`config.mk`:
```
export PLATFORM = sky130hd
export DESIGN_NAME = msrv32_trap_ctrl_flat
export DESIGN_NICKNAME = d
export VERILOG_FILES = /design/src/rtl/msrv32_trap_ctrl_if.sv /design/src/rtl/msrv32_trap_ctrl.sv /design/src/flat_wrapper.sv
export SDC_FILE = /design/constraint.sdc
export NUM_CORES = 1
export LEC_CHECK = 0
export BUFFER_PORTS_ARGS = -buffer_cell sky130_fd_sc_hd__buf_4
export CORE_UTILIZATION = 37
export DETAILED_ROUTE_END_ITERATION = 10
export GPL_ROUTABILITY_DRIVEN = 0
export PLACE_DENSITY_LB_ADDON = 0.2
export SYNTH_ARGS = -nofsm -noshare
export SYNTH_HDL_FRONTEND = slang
export SYNTH_SLANG_ARGS = --single-unit
```
`constraint.sdc`:
```
create_clock -name clk_in -period 1.8 [get_ports clk_in]
set_input_delay 0.27 -clock clk_in [delete_from_list [all_inputs] [get_ports clk_in]]
set_output_delay 0.27 -clock clk_in [all_outputs]
set_load 0.05 [all_outputs]
```
`src/rtl/msrv32_trap_ctrl_if.sv`:
```
// Decoder / CSR-file side bundle for the machine-mode trap sequencer.
// master = decode + CSR file, which drive the fields; slave = the trap controller.
interface msrv32_trap_ctrl_if;
  logic [4:0] opcode_6_to_2_in;
  logic [2:0] funct3_in;
  logic [6:0] funct7_in;
  logic [4:0] rs1_addr_in;
  logic [4:0] rs2_addr_in;
  logic [4:0] rd_addr_in;
  logic       illegal_instr_in;
  logic       misaligned_instr_in;
  logic       misaligned_load_in;
  logic       misaligned_store_in;
  logic       mie_in;
  logic       meie_in;
  logic       mtie_in;
  logic       msie_in;
  logic       meip_in;
  logic       mtip_in;
  logic       msip_in;
  logic       i_or_e_out;
  logic [3:0] cause_out;
  logic       set_cause_out;
  logic       set_epc_out;
  logic       mie_clear_out;
  logic       mie_set_out;
  logic       instret_inc_out;
  logic       misaligned_exception_out;
  logic [1:0] pc_src_out;
  logic       flush_out;

  modport master (
    output opcode_6_to_2_in, funct3_in, funct7_in, rs1_addr_in, rs2_addr_in, rd_addr_in,
           illegal_instr_in, misaligned_instr_in, misaligned_load_in, misaligned_store_in,
           mie_in, meie_in, mtie_in, msie_in, meip_in, mtip_in, msip_in,
    input  i_or_e_out, cause_out, set_cause_out, set_epc_out, mie_clear_out, mie_set_out,
           instret_inc_out, misaligned_exception_out, pc_src_out, flush_out
  );

  modport slave (
    input  opcode_6_to_2_in, funct3_in, funct7_in, rs1_addr_in, rs2_addr_in, rd_addr_in,
           illegal_instr_in, misaligned_instr_in, misaligned_load_in, misaligned_store_in,
           mie_in, meie_in, mtie_in, msie_in, meip_in, mtip_in, msip_in,
    output i_or_e_out, cause_out, set_cause_out, set_epc_out, mie_clear_out, mie_set_out,
           instret_inc_out, misaligned_exception_out, pc_src_out, flush_out
  );
endinterface

```
`src/rtl/msrv32_trap_ctrl.sv`:
```
// Machine-mode trap/interrupt sequencer: picks exception/interrupt cause, strobes the
// CSR file and steers fetch through BOOT / OPERATING / TRAP_TAKEN / TRAP_RETURN.
module msrv32_trap_ctrl #(
  parameter int BOOT_CYCLES = 2
) (
  input  logic               clk_in,
  input  logic               rst_in,
  msrv32_trap_ctrl_if.slave  bus
);

  typedef enum logic [1:0] {
    BOOT        = 2'b00,
    OPERATING   = 2'b01,
    TRAP_TAKEN  = 2'b10,
    TRAP_RETURN = 2'b11
  } state_e;

  localparam int              CNT_W     = (BOOT_CYCLES > 1) ? $clog2(BOOT_CYCLES) : 1;
  localparam logic [CNT_W-1:0] BOOT_LAST = CNT_W'(BOOT_CYCLES - 1);

  localparam logic [1:0] PC_BOOT = 2'b00;
  localparam logic [1:0] PC_EPC  = 2'b01;
  localparam logic [1:0] PC_TRAP = 2'b10;
  localparam logic [1:0] PC_NEXT = 2'b11;

  state_e           state_q, state_d;
  logic [CNT_W-1:0] boot_cnt_q, boot_cnt_d;
  logic [3:0]       cause_q, cause_d;
  logic             i_or_e_q, i_or_e_d;

  // SYSTEM-opcode decode shared by ECALL/EBREAK/MRET
  logic sys_base, is_ecall, is_ebreak, is_mret;
  assign sys_base  = (bus.opcode_6_to_2_in == 5'b11100) && (bus.funct3_in == 3'b000) &&
                     (bus.rs1_addr_in == 5'd0) && (bus.rd_addr_in == 5'd0);
  assign is_ecall  = sys_base && (bus.funct7_in == 7'd0)       && (bus.rs2_addr_in == 5'd0);
  assign is_ebreak = sys_base && (bus.funct7_in == 7'd0)       && (bus.rs2_addr_in == 5'd1);
  assign is_mret   = sys_base && (bus.funct7_in == 7'b0011000) && (bus.rs2_addr_in == 5'b00010);

  logic mis_any, exc, irq;
  assign mis_any = bus.misaligned_instr_in | bus.misaligned_load_in | bus.misaligned_store_in;
  assign exc     = bus.illegal_instr_in | mis_any | is_ecall | is_ebreak;
  assign irq     = bus.mie_in & ((bus.meie_in & bus.meip_in) |
                                 (bus.msie_in & bus.msip_in) |
                                 (bus.mtie_in & bus.mtip_in));

  logic [3:0] exc_cause, irq_cause;

  always_comb begin
    exc_cause = 4'd11;
    if      (bus.misaligned_instr_in) exc_cause = 4'd0;
    else if (bus.illegal_instr_in)    exc_cause = 4'd2;
    else if (is_ebreak)               exc_cause = 4'd3;
    else if (bus.misaligned_load_in)  exc_cause = 4'd4;
    else if (bus.misaligned_store_in) exc_cause = 4'd6;
  end

  always_comb begin
    irq_cause = 4'd7;
    if      (bus.meie_in & bus.meip_in) irq_cause = 4'd11;
    else if (bus.msie_in & bus.msip_in) irq_cause = 4'd3;
  end

  always_ff @(posedge clk_in) begin
    if (rst_in) begin
      state_q    <= BOOT;
      boot_cnt_q <= '0;
      cause_q    <= 4'd0;
      i_or_e_q   <= 1'b0;
    end else begin
      state_q    <= state_d;
      boot_cnt_q <= boot_cnt_d;
      cause_q    <= cause_d;
      i_or_e_q   <= i_or_e_d;
    end
  end

  always_comb begin
    state_d                      = state_q;
    boot_cnt_d                   = boot_cnt_q;
    cause_d                      = cause_q;
    i_or_e_d                     = i_or_e_q;
    bus.set_cause_out            = 1'b0;
    bus.set_epc_out              = 1'b0;
    bus.mie_clear_out            = 1'b0;
    bus.mie_set_out              = 1'b0;
    bus.instret_inc_out          = 1'b0;
    bus.misaligned_exception_out = 1'b0;
    bus.pc_src_out               = PC_BOOT;
    bus.flush_out                = 1'b1;

    case (state_q)
      BOOT: begin
        if (boot_cnt_q == BOOT_LAST) state_d    = OPERATING;
        else                         boot_cnt_d = boot_cnt_q + 1'b1;
      end
      OPERATING: begin
        bus.pc_src_out               = PC_NEXT;
        bus.flush_out                = 1'b0;
        bus.instret_inc_out          = ~(exc | irq);
        bus.misaligned_exception_out = mis_any;
        // exceptions win over a simultaneous interrupt
        if (exc) begin
          cause_d  = exc_cause;
          i_or_e_d = 1'b0;
          state_d  = TRAP_TAKEN;
        end else if (irq) begin
          cause_d  = irq_cause;
          i_or_e_d = 1'b1;
          state_d  = TRAP_TAKEN;
        end else if (is_mret) begin
          state_d  = TRAP_RETURN;
        end
      end
      TRAP_TAKEN: begin
        bus.set_cause_out = 1'b1;
        bus.set_epc_out   = 1'b1;
        bus.mie_clear_out = 1'b1;
        bus.pc_src_out    = PC_TRAP;
        state_d           = OPERATING;
      end
      TRAP_RETURN: begin
        bus.mie_set_out = 1'b1;
        bus.pc_src_out  = PC_EPC;
        state_d         = OPERATING;
      end
      default: state_d = BOOT;
    endcase
  end

  assign bus.cause_out  = cause_q;
  assign bus.i_or_e_out = i_or_e_q;

endmodule

```
`src/flat_wrapper.sv`:
```
// flat-port wrapper written by rule: the top's interface ports become plain ports
module msrv32_trap_ctrl_flat 
#(
  parameter int BOOT_CYCLES = 2
)
  (clk_in, rst_in, bus_opcode_6_to_2_in, bus_funct3_in, bus_funct7_in, bus_rs1_addr_in, bus_rs2_addr_in, bus_rd_addr_in, bus_illegal_instr_in, bus_misaligned_instr_in, bus_misaligned_load_in, bus_misaligned_store_in, bus_mie_in, bus_meie_in, bus_mtie_in, bus_msie_in, bus_meip_in, bus_mtip_in, bus_msip_in, bus_i_or_e_out, bus_cause_out, bus_set_cause_out, bus_set_epc_out, bus_mie_clear_out, bus_mie_set_out, bus_instret_inc_out, bus_misaligned_exception_out, bus_pc_src_out, bus_flush_out);
  msrv32_trap_ctrl_if bus_i ();
  input  logic clk_in;
  input  logic rst_in;
  input wire logic [$bits(bus_i.opcode_6_to_2_in)-1:0] bus_opcode_6_to_2_in;
  input wire logic [$bits(bus_i.funct3_in)-1:0] bus_funct3_in;
  input wire logic [$bits(bus_i.funct7_in)-1:0] bus_funct7_in;
  input wire logic [$bits(bus_i.rs1_addr_in)-1:0] bus_rs1_addr_in;
  input wire logic [$bits(bus_i.rs2_addr_in)-1:0] bus_rs2_addr_in;
  input wire logic [$bits(bus_i.rd_addr_in)-1:0] bus_rd_addr_in;
  input wire logic [$bits(bus_i.illegal_instr_in)-1:0] bus_illegal_instr_in;
  input wire logic [$bits(bus_i.misaligned_instr_in)-1:0] bus_misaligned_instr_in;
  input wire logic [$bits(bus_i.misaligned_load_in)-1:0] bus_misaligned_load_in;
  input wire logic [$bits(bus_i.misaligned_store_in)-1:0] bus_misaligned_store_in;
  input wire logic [$bits(bus_i.mie_in)-1:0] bus_mie_in;
  input wire logic [$bits(bus_i.meie_in)-1:0] bus_meie_in;
  input wire logic [$bits(bus_i.mtie_in)-1:0] bus_mtie_in;
  input wire logic [$bits(bus_i.msie_in)-1:0] bus_msie_in;
  input wire logic [$bits(bus_i.meip_in)-1:0] bus_meip_in;
  input wire logic [$bits(bus_i.mtip_in)-1:0] bus_mtip_in;
  input wire logic [$bits(bus_i.msip_in)-1:0] bus_msip_in;
  output wire logic [$bits(bus_i.i_or_e_out)-1:0] bus_i_or_e_out;
  output wire logic [$bits(bus_i.cause_out)-1:0] bus_cause_out;
  output wire logic [$bits(bus_i.set_cause_out)-1:0] bus_set_cause_out;
  output wire logic [$bits(bus_i.set_epc_out)-1:0] bus_set_epc_out;
  output wire logic [$bits(bus_i.mie_clear_out)-1:0] bus_mie_clear_out;
  output wire logic [$bits(bus_i.mie_set_out)-1:0] bus_mie_set_out;
  output wire logic [$bits(bus_i.instret_inc_out)-1:0] bus_instret_inc_out;
  output wire logic [$bits(bus_i.misaligned_exception_out)-1:0] bus_misaligned_exception_out;
  output wire logic [$bits(bus_i.pc_src_out)-1:0] bus_pc_src_out;
  output wire logic [$bits(bus_i.flush_out)-1:0] bus_flush_out;
  assign bus_i.opcode_6_to_2_in = bus_opcode_6_to_2_in;
  assign bus_i.funct3_in = bus_funct3_in;
  assign bus_i.funct7_in = bus_funct7_in;
  assign bus_i.rs1_addr_in = bus_rs1_addr_in;
  assign bus_i.rs2_addr_in = bus_rs2_addr_in;
  assign bus_i.rd_addr_in = bus_rd_addr_in;
  assign bus_i.illegal_instr_in = bus_illegal_instr_in;
  assign bus_i.misaligned_instr_in = bus_misaligned_instr_in;
  assign bus_i.misaligned_load_in = bus_misaligned_load_in;
  assign bus_i.misaligned_store_in = bus_misaligned_store_in;
  assign bus_i.mie_in = bus_mie_in;
  assign bus_i.meie_in = bus_meie_in;
  assign bus_i.mtie_in = bus_mtie_in;
  assign bus_i.msie_in = bus_msie_in;
  assign bus_i.meip_in = bus_meip_in;
  assign bus_i.mtip_in = bus_mtip_in;
  assign bus_i.msip_in = bus_msip_in;
  assign bus_i_or_e_out = bus_i.i_or_e_out;
  assign bus_cause_out = bus_i.cause_out;
  assign bus_set_cause_out = bus_i.set_cause_out;
  assign bus_set_epc_out = bus_i.set_epc_out;
  assign bus_mie_clear_out = bus_i.mie_clear_out;
  assign bus_mie_set_out = bus_i.mie_set_out;
  assign bus_instret_inc_out = bus_i.instret_inc_out;
  assign bus_misaligned_exception_out = bus_i.misaligned_exception_out;
  assign bus_pc_src_out = bus_i.pc_src_out;
  assign bus_flush_out = bus_i.flush_out;
  msrv32_trap_ctrl #(.BOOT_CYCLES(BOOT_CYCLES)) u_core (.clk_in(clk_in), .rst_in(rst_in), .bus(bus_i));
endmodule
```
**Yosys cells after proc, flatten, opt, wreduce, memory -nomap -nowiden**

Index checks and enable logic that the tools add are counted.

- $add $sub $neg: 1
- Equal/unequal tests: 9
- Multiplexer cells: 23
- Bitwise operators: 13
- Reductions and logical operators: 18

Operator list:

| cell | count |
|---|---|
| 2-to-1 mux 4 bit | 8 |
| zero test 5 bit | 3 |
| case mux 2 bit (3 select lines) | 2 |
| logical AND 1 bit | 8 |
| 2-to-1 mux 1 bit | 8 |
| 2-to-1 mux 2 bit | 4 |
| OR 1 bit | 8 |
| equality test 7 x 5 -> 1 bit, second input constant | 1 |
| zero test 7 bit | 1 |
| equality test 5 x 1 -> 1 bit, second input constant | 1 |
| equality test 5 x 2 -> 1 bit, second input constant | 1 |
| equality test 5 bit, second input constant | 1 |
| bitwise AND 1 bit | 4 |
| equality test 2 bit, second input constant | 2 |
| inequality test 4 x 1 -> 1 bit, second input constant | 1 |
| AND reduction 2 bit | 2 |
| zero test 3 bit | 1 |
| 2-to-1 mux 3 bit | 1 |
| equality test 2 x 1 -> 1 bit, second input constant | 1 |
| zero test 2 bit | 1 |
| inequality test 2 x 1 -> 1 bit, second input constant | 1 |
| nonzero test 2 bit | 1 |
| OR reduction 2 bit | 1 |
| adder 1 bit, second input constant | 1 |
| NOT 1 bit | 1 |

- Register bits: 8
- Input bits: 43
- Word-level logic and storage cells: 68

**Longest topological paths before layout**

Gate-level depths: netlist of run 1.

- Depth in word-level cells: 11
- Gate-level depth with buffers: 7
- Gate-level depth less buffers: 6

**Least setup slack after synthesis of run 1**

OpenSTA, ideal clock, no wires.

- Path kind: flip-flop to output port
- Start: register u_core.state_q[1]
- End: output bus_instret_inc_out
- Arrival: 1.856 ns
- Required time: 1.530 ns
- Setup slack: -0.326 ns
- Stages on the path, launching flop included: 6
- Buffers on the path: 1
- Path through: dfxtp_1 > inv_1 > ha_1 > clkbuf_1 > inv_1 > nor2_1

- Cells in the longest elaborated chain, start to end: 2

Ends and longest elaborated chain:

| element | RTL line | RTL |
|---|---|---|
| from (decl) | msrv32_trap_ctrl.sv:26 | `state_e state_q, state_d;` |
| from (signal assigned) | msrv32_trap_ctrl.sv:70 | `state_q <= state_d;` |
| equality test 2 x 1 -> 1 bit | msrv32_trap_ctrl.sv:91 | `case (state_q)` |
| 2-to-1 mux 1 bit | msrv32_trap_ctrl.sv:91 |  |
| to (decl) | flat_wrapper.sv:33 | `output wire logic [$bits(bus_i.instret_inc_out)-1:0] bus_instret_inc_out;` |

No other way between the ends.

**Final worst setup path of run 1**

- Start: input bus_funct3_in[1]
- End: output bus_instret_inc_out

- Cells in the longest elaborated chain, start to end: 11

Ends and longest elaborated chain:

| element | RTL line | RTL |
|---|---|---|
| from (decl) | flat_wrapper.sv:11 | `input wire logic [$bits(bus_i.funct3_in)-1:0] bus_funct3_in;` |
| zero test 3 bit * | msrv32_trap_ctrl.sv:33 | `assign sys_base = (bus.opcode_6_to_2_in == 5'b11100) && (bus.funct3_in == 3'b000) &&` |
| logical AND 1 bit * (2 in a row) | msrv32_trap_ctrl.sv:33 |  |
| logical AND 1 bit * | msrv32_trap_ctrl.sv:34 | `(bus.rs1_addr_in == 5'd0) && (bus.rd_addr_in == 5'd0);` |
| logical AND 1 bit * | msrv32_trap_ctrl.sv:35, msrv32_trap_ctrl.sv:36 |  |
| logical AND 1 bit | msrv32_trap_ctrl.sv:35 | `assign is_ecall = sys_base && (bus.funct7_in == 7'd0) && (bus.rs2_addr_in == 5'd0);` |
| OR 1 bit | msrv32_trap_ctrl.sv:41 | `assign exc = bus.illegal_instr_in \| mis_any \| is_ecall \| is_ebreak;` |
| OR 1 bit * | msrv32_trap_ctrl.sv:41 |  |
| OR 1 bit * | msrv32_trap_ctrl.sv:99 | `bus.instret_inc_out = ~(exc \| irq);` |
| NOT 1 bit * | msrv32_trap_ctrl.sv:99 |  |
| 2-to-1 mux 1 bit * | msrv32_trap_ctrl.sv:91 |  |

Every way passes the cells marked *; elsewhere a longest branch is shown, timed or not.

==> results of run 1 <==
[metal layers]
layer / global-route usage [%] / vias up / share of wire (%)
met5: 0 / - / 0
met4: 9.70 / 0 / 1.4
met3: 5.31 / 5 / 4.7
met2: 38.8 / 24 / 54
met1: 22.7 / 375 / 40
li1: - / 419 / -
[worst max-delay path, stage by stage]
cell and delay [ns]:
buf_4 0.10, nor4bb_1 0.35, nand4_1 0.23, o21ai_2 0.20, nor2_2 0.05, buf_4 0.19
[logic make-up after synthesis]
logic type               synth area share, %
AO/OA/AOI/OAI                           22.4
AND/OR/NAND/NOR                         38.4
adder cells (fa/ha/maj)                 7.46
multiplexers                            1.68
flip-flops                              23.9
buffers and inverters                   6.16
[final timing paths]
| check | slack [ns] | to | from |
|---|---|---|---|
| hold reg to reg | 0.46 | u_core.boot_cnt_q | u_core.boot_cnt_q |
| setup / recovery | 0.13 | bus_instret_inc_out | bus_funct3_in[1] |
| setup reg to reg | 0.39 | u_core.bus.i_or_e_out | u_core.state_q[1] |
| hold / removal | 0.24 | u_core.boot_cnt_q | rst_in |
[registers in the layout, summed over array words and instances (netlist names)]
signal	cells
u_core.boot_cnt_q	1
u_core.bus.i_or_e_out	1
u_core.bus.cause_out	4
u_core.state_q	2
[where the power goes]
| group | leakage (nW) | internal (W) | switching (W) |
|---|---|---|---|
| Sequential | 0.0657 | 0.000230 | 0.0000393 |
| Clock | 0.0138 | 0.0000764 | 0.0000628 |
| Combinational | 0.452 | 0.000347 | 0.000668 |
| Total | 0.532 | 0.000653 | 0.000770 |
[stage by stage]
stage | instance area [um^2] | setup WS [ns] | std cells | utilization (%) | hold slack, ns
after global routing | 1160 | 0.0127 | 162 | 68.2 | 0.237
after floorplan | 676 | -0.121 | 77 | - | 0.431
after detailed placement | 1140 | -0.00361 | 159 | 66.9 | 0.454
final | 1160 | 0.131 | 162 | 68.2 | 0.241
after global placement | 1140 | 0.0276 | 159 | 66.9 | 0.443
after CTS | 1160 | 0.109 | 162 | 68.2 | 0.238
[cells in the mapped netlist (all sizes together) (2+ instances only)]
cell	number	area [um^2]
a211oi	2	15.0
a21oi	2	10.0
a311oi	2	17.5
buf	2	15.0
clkbuf	2	7.51
dfxtp	8	160
ha	4	50.1
inv	5	18.8
nand2b	3	18.8
nand4	2	18.8
nor2	7	26.3
nor3	7	35.0
nor4	6	65.1
o21ai	4	23.8
o21bai	2	15.0
or3	2	12.5
[final cells by class]
| cell class | instances | area [um^2] | share of cell area (%) |
|---|---|---|---|
| sequential | 8 | 160 | 13.7 |
| multi-input combinational | 60 | 474 | 40.7 |
| inverter | 5 | 18.8 | 1.61 |
| timing repair buffer | 61 | 458 | 39.3 |
| tap | 25 | 31.3 | 2.69 |
| clock buffer | 3 | 22.5 | 1.93 |
==> reports/qor.csv, run 1 <==
metric;value;unit
status;finished, final reports clean;
power_density;1220;nW/um^2
drt-pass1-iter-count;4;
leakagePower;0.532;nW
min_period;1.67;ns
critPathLaunchType;primary input;
postCtsHoldBufs;0;
grt_pass1_wl;3.08;mm
cts.path.max_buffers;2;
critPathRequiredTime;1.53;ns
syn2layout_area_growth;73.7;%
ys_async_sr_fraction;0;%
insertion_delay;0.26;ns
drt_wl_total;1.87;mm
rsz0062_at_grt;false;
tritoncts;built;
row_count;15;
reg2regPathDepth;6;
drc;0;
nets;186;
drive_gt1_share;55.5;%
root_buffer;clkbuf_4;
post-cts-setup-buffer-count;0;
max_freq;599;MHz
worst_slew_pin_slew;0.377;ns
h-tree-depth;1;
synth_edf_count;0;
crit_type;in -> out;
min_period_over_period;92.7;%
crit_path_max_fanout;3;
vias;823;
grt_max_degree;11;
cts.clk_slew.worst_paths;0.06;ns
io_pins;57;
routedWlPerCell;11.6;um
dpl.hpwl;1.61;mm
peakVddDrop;0.753;mV
synth_seq_cells;8;
viasPerCell;5.08;
core;1710;um^2
final_common_cell;buf_4;
drtIter0Drc;13;
min_path_cells;2;
synthFlopType;dfxtp_1;
antenna_left;0;
power;0.00142;W
io_buffers;56;
slew_viol_final;0;
die_w;44.6;um
synthCells;77;
avgSynthCellArea;8.71;um^2
cap_violations;0;
fin_worst_skew;0.00606;ns
grt.total_usage;21.2;%
slew_headroom;74.9;%
overflow;0;
grt_pass1_vias;788;
initial_utilization;39.3;%
synth-seq-area-share;23.9;%
hold_viol;0;
hold_class;in -> reg;
die_h;44.6;um
n_fill_cell;165;
antenna_found_initial;0;
clock-sinks;8;
postCtsResizedCells;0;
yosys_warnings;0;
synth_nets;124;
netlist_area;671;um^2
synth.distinct_cells;38;
end_kind;output port;
final_cell_mix;61 x buf_4, 8 x dfxtp_1, 7 x nor3_1, 5 x inv_1, 5 x nor2_1;
fin_setup_tns;0;ns
cts_buffers;3;
critPathArrivalTime;1.40;ns
finalSetupViolCount;0;
die-area;1990;um^2
diodes;0;
Note: power is estimated with default switching activity, not from simulation.
==> run 2, diff against run 1 <==
--- a/config.mk
+++ b/config.mk
@@ -5,8 +5,11 @@
 export SDC_FILE = /design/constraint.sdc
 export NUM_CORES = 1
 export LEC_CHECK = 0
+export ABC_AREA = 1
 export BUFFER_PORTS_ARGS = -buffer_cell sky130_fd_sc_hd__buf_4
-export CORE_UTILIZATION = 37
+export CAP_MARGIN = 25
+export CORE_MARGIN = 2
+export CORE_UTILIZATION = 39
 export DETAILED_ROUTE_END_ITERATION = 10
 export GPL_ROUTABILITY_DRIVEN = 0
 export PLACE_DENSITY_LB_ADDON = 0.2
==> reports/qor.csv, run 2 <==
metric;value;unit
leakagePower;0.641;nW
reg2reg_slack;0.45;ns
synth-seq-area-share;21.8;%
overflow;0;
synth_edf_count;0;
crit_path_max_fanout;9;
peakVddDrop;0.976;mV
max_freq;582;MHz
cts.path.max_buffers;2;
dpl.hpwl;1.72;mm
drt_wl_total;1.91;mm
avgSynthCellArea;6.17;um^2
critPathRequiredTime;1.53;ns
vias;906;
synth_top_area_share;21.8;%
largest_register_ffs;4;
grt_max_degree;10;
synthFlopType;dfxtp_1;
die_w;47.4;um
worst_slew_pin_slew;0.314;ns
rsz0062_at_grt;false;
synth_most_common_cell;nand2_1;
reg2regPathDepth;7;
synth_nets;166;
r2r_end;u_core.state_q[1];
slew_headroom;78.9;%
muxShareOfSynthArea;0;%
ys_async_sr_fraction;0;%
initial_utilization;42.1;%
synth_seq_cells;8;
drt-pass1-iter-count;4;
synth-xor-area-share;0;%
crit_type;reg -> out;
die-area;2250;um^2
cts.clk_slew.worst_paths;0.06;ns
insertion_delay;0.25;ns
h-tree-depth;1;
row_count;15;
finalSetupViolCount;0;
fin_setup_tns;0;ns
viasPerCell;4.53;
synthAdderAreaFrac;6.81;%
final_common_cell;buf_4;
dp.cells;197;
routedWlPerCell;9.55;um
io_buffers;56;
final_cell_mix;56 x buf_4, 26 x nand2_1, 24 x nor2_1, 18 x inv_1, 8 x dfxtp_1;
min_from;rst_in;
drive_gt1_share;43.4;%
critPathArrivalTime;1.45;ns
antenna_left;0;
cts_buffers;3;
status;finished, final reports clean;
min_path_cells;2;
die_h;47.4;um
yosys.area_share.simple;50.9;%
synth_common_cells;26 x nand2_1, 25 x nor2_1, 18 x inv_1;
power;0.00158;W
diodes;0;
hold_class;in -> reg;
drc;0;
grt.total_usage;18.6;%
fin_worst_skew;0.00616;ns
critPathLaunchType;register;
tritoncts;built;
postCtsHoldBufs;0;
grt_pass1_vias;832;
dpl_worst_slack;0.109;ns
nets;224;
synth_area_leader_cell;dfxtp_1;
worstHoldEndpoint;u_core.bus.cause_out[3];
yosys_warnings;0;
syn2layout_area_growth;63.0;%
holdWs;0.192;ns
power_density;1320;nW/um^2
synthCells;119;
netlist_area;734;um^2
io_pins;57;
min_period;1.72;ns
synth_compound_area_share;6.98;%
core;1750;um^2
drtIter0Drc;15;
synth_top_family_by_area;simple AND/OR/NAND/NOR gates;
fin_cells;200;
cap_violations;0;
antenna_found_initial;0;
min_period_over_period;95.5;%
synth.distinct_cells;29;
end_kind;output port;
slew_viol_final;0;
clock-sinks;8;
r2r_start;u_core.state_q[1];
fin_ws;0.0803;ns
grt_pass1_wl;3.06;mm
ys_top_cells_by_area;dfxtp_1 22%, nand2_1 13%, nor2_1 13%;
hold_viol;0;
root_buffer;clkbuf_4;
run 2: cell count changes after synthesis, moves of 3 or more:
cell,previous run,this run
nand3_2,0,3
nand2_1,1,26
nor2_1,7,25
nand3_1,1,5
a21oi_1,2,5
nand2b_1,3,0
nor3_1,7,1
inv_1,5,18
run 2: how the worst max path moves through the flow:
| stage | cells after the start | to | start |
|---|---|---|---|
| floorplan | 5 | bus_misaligned_exception_out | u_core.state_q[1] |
| finish | 5 | bus_instret_inc_out | u_core.state_q[1] |
| detailed placement | 7 | bus_instret_inc_out | bus_misaligned_load_in |
| global route | 10 | bus_instret_inc_out | bus_rs2_addr_in[2] |
| CTS | 5 | bus_instret_inc_out | u_core.state_q[1] |
| global placement | 7 | bus_instret_inc_out | bus_funct7_in[2] |
run 2: routing by layer:
metal  track usage (%)  up-vias  wire length, um
li1                  -      478                -
met1              20.6      383              746
met2              35.1       41              999
met3              3.85        4              142
met4              5.00        0               22
met5                 0        -                0
run 2: through the flow:
| step | instance area (um^2) | util (%) |
|---|---|---|
| floorplan | 741 | - |
| global placement | 1170 | 67.2 |
| detailed placement | 1170 | 67.2 |
| CTS | 1200 | 68.6 |
| global route | 1200 | 68.6 |
| finish | 1200 | 68.6 |
run 2: cell families after synthesis:
kind of cell | after synthesis
fa+ha+maj | 4
simple gates | 73
buf+inv | 24
flops | 8
compound gates | 10
run 2: cell type report:
type	count	area (um^2)
clock buffer	3	22.5
fill	173	548
inverter	21	78.8
multi-input combinational	87	484
sequential	8	160
tap	25	31.3
timing repair buffer	56	420
run 2: power breakdown:
part | switching (W) | internal [W]
clock | 0.0000613 | 0.0000763
combinational | 0.000773 | 0.000375
sequential | 0.0000424 | 0.000250
total | 0.000876 | 0.000702
run 2: critical path, cell delays in order, from the launching register on:
cell and delay, ns:
dfxtp_1 0.32, inv_1 0.10, ha_2 0.29, inv_1 0.15
nor2_2 0.13, buf_4 0.20
run 2: repair_timing:
action                     CTS  global route
setup buffers                0             0
setup endpoints to repair    2             0
gates resized for setup      1             0
==> run 3, diff against run 2 <==
--- a/config.mk
+++ b/config.mk
@@ -6,7 +6,7 @@
 export NUM_CORES = 1
 export LEC_CHECK = 0
 export ABC_AREA = 1
-export BUFFER_PORTS_ARGS = -buffer_cell sky130_fd_sc_hd__buf_4
+export BUFFER_PORTS_ARGS = -buffer_cell sky130_fd_sc_hd__buf_2
 export CAP_MARGIN = 25
 export CORE_MARGIN = 2
 export CORE_UTILIZATION = 39
==> reports/qor.csv, run 3 (same netlist as run 2, synthesis figures left out) <==
metric;value;unit
groute.layer.met3.usage;2.31;%
grt_use_met2;38.1;%
grt_pass1_vias;867;
drtIter0Drc;8;
fin_setup_tns;0;ns
postCtsResizedCells;0;
end_kind;output port;
rsz0062_at_grt;false;
min_period_over_period;93.1;%
io_buffers;56;
vias;895;
crit_chain;inv_1 > ha_1 > or2_2 > buf_2;
n_fill_cell;188;
placed_area;1040;um^2
largest_register_ffs;4;
final_area;1070;um^2
min_from;rst_in;
status;finished, final reports clean;
clock-sinks;8;
antenna_left;0;
min_path_cells;2;
core;1750;um^2
peakVddDrop;0.716;mV
cap_violations;0;
drive_gt1_share;43.2;%
r2r_start;u_core.state_q[1];
nets;225;
h-tree-depth;1;
viasPerCell;4.45;
grt_util_met1;19.1;%
die_h;47.4;um
grt_max_degree;8;
routedWlPerCell;8.86;um
critPathRequiredTime;1.53;ns
root_buffer;clkbuf_4;
worst_slew_pin_slew;0.254;ns
post-cts-setup-buffer-count;0;
dpl_worst_slack;0.0734;ns
die_w;47.4;um
tritoncts;built;
fin_worst_skew;0.00520;ns
diodes;0;
slew_viol_final;0;
reg2regPathDepth;7;
power_density;1380;nW/um^2
postCtsHoldBufs;0;
final_common_cell;buf_2;
dpl.hpwl;1.59;mm
reg2reg_slack;0.57;ns
power;0.00148;W
overflow;0;
cts_buffers;3;
worstHoldEndpoint;u_core.bus.cause_out[0];
final_cell_mix;55 x buf_2, 26 x nand2_1, 24 x nor2_1, 18 x inv_1, 8 x dfxtp_1;
drt-pass1-iter-count;4;
critPathBufInv;2;
finalSetupViolCount;0;
insertion_delay;0.25;ns
hold_class;in -> reg;
grt.total_usage;18.6;%
slew_headroom;83.2;%
initial_utilization;42.1;%
die-area;2250;um^2
leakagePower;0.609;nW
hold_viol;0;
crit_type;reg -> out;
fin_ws;0.124;ns
syn2layout_area_growth;45.8;%
grt_pass1_wl;3.04;mm
gr-max-usage-layer;met2;
io_pins;57;
min_period;1.68;ns
row_count;15;
antenna_found_initial;0;
cts.clk_slew.worst_paths;0.06;ns
cts.path.max_buffers;2;
critical-path-max-stage-delay;0.36;ns
critPathArrivalTime;1.41;ns
drc;0;
drt_wl_total;1.78;mm
crit_family;flip-flops;
critPathSlowestCell;dfxtp_1;
max_freq;597;MHz
critPathLaunchType;register;
crit_path_max_fanout;3;
r2r_end;u_core.state_q[0];
[run 3: cell types whose count changed in the layout (fill, tap and decap cells not counted), sizes merged]
cell    before  now
clkbuf       3    4
[run 3: worst max path at each step]
| stage | start | endpoint | depth (start not counted) |
|---|---|---|---|
| 2_1_floorplan | u_core.state_q[1] | bus_misaligned_exception_out | 5 |
| 3_3_place_gp | bus_misaligned_load_in | bus_instret_inc_out | 7 |
| 3_5_place_dp | bus_misaligned_load_in | bus_instret_inc_out | 7 |
| 4_1_cts | bus_misaligned_load_in | bus_instret_inc_out | 7 |
| 5_1_grt | bus_misaligned_load_in | bus_instret_inc_out | 7 |
| 6_report | u_core.state_q[1] | bus_pc_src_out[0] | 4 |
[run 3: area by class of cell]
class | count | area, um^2 | share of cell area, %
Clock buffer | 3 | 22.5 | 2.10
Inverter | 21 | 78.8 | 7.36
Multi-Input combinational cell | 87 | 488 | 45.6
Sequential cell | 8 | 160 | 15.0
Tap cell | 25 | 31.3 | 2.92
Timing Repair Buffer | 57 | 290 | 27.1
[run 3: where the power goes]
group | total, W | switching (W) | internal [W]
Clock | 0.000140 | 0.0000633 | 0.0000765
Combinational | 0.00104 | 0.000764 | 0.000281
Sequential | 0.000293 | 0.0000425 | 0.000250
Total | 0.00148 | 0.000869 | 0.000607
[run 3: routing by layer]
layer | part of all wire [%] | up-vias
li1 | - | 485
met1 | 39 | 363
met2 | 53 | 45
met3 | 7.4 | 2
met4 | 0.45 | 0
met5 | 0 | -
[run 3: worst reg2reg max path, stage by stage (launching register included)]
cell,delay [ns]
dfxtp_1,0.36
inv_1,0.08
ha_1,0.21
inv_1,0.18
nor2_1,0.08
nand3_2,0.07
nand2_1,0.06
a21oi_1,0.12
[run 3: per-stage QoR]
step | hold slack [ns] | util (%) | std cells
3_5_place_dp | 0.465 | 59.6 | 198
2_1_floorplan | 0.342 | - | 119
4_1_cts | 0.212 | 60.9 | 201
6_report | 0.219 | 61.4 | 201
5_1_grt | 0.229 | 61.4 | 201
3_3_place_gp | 0.454 | 59.6 | 198
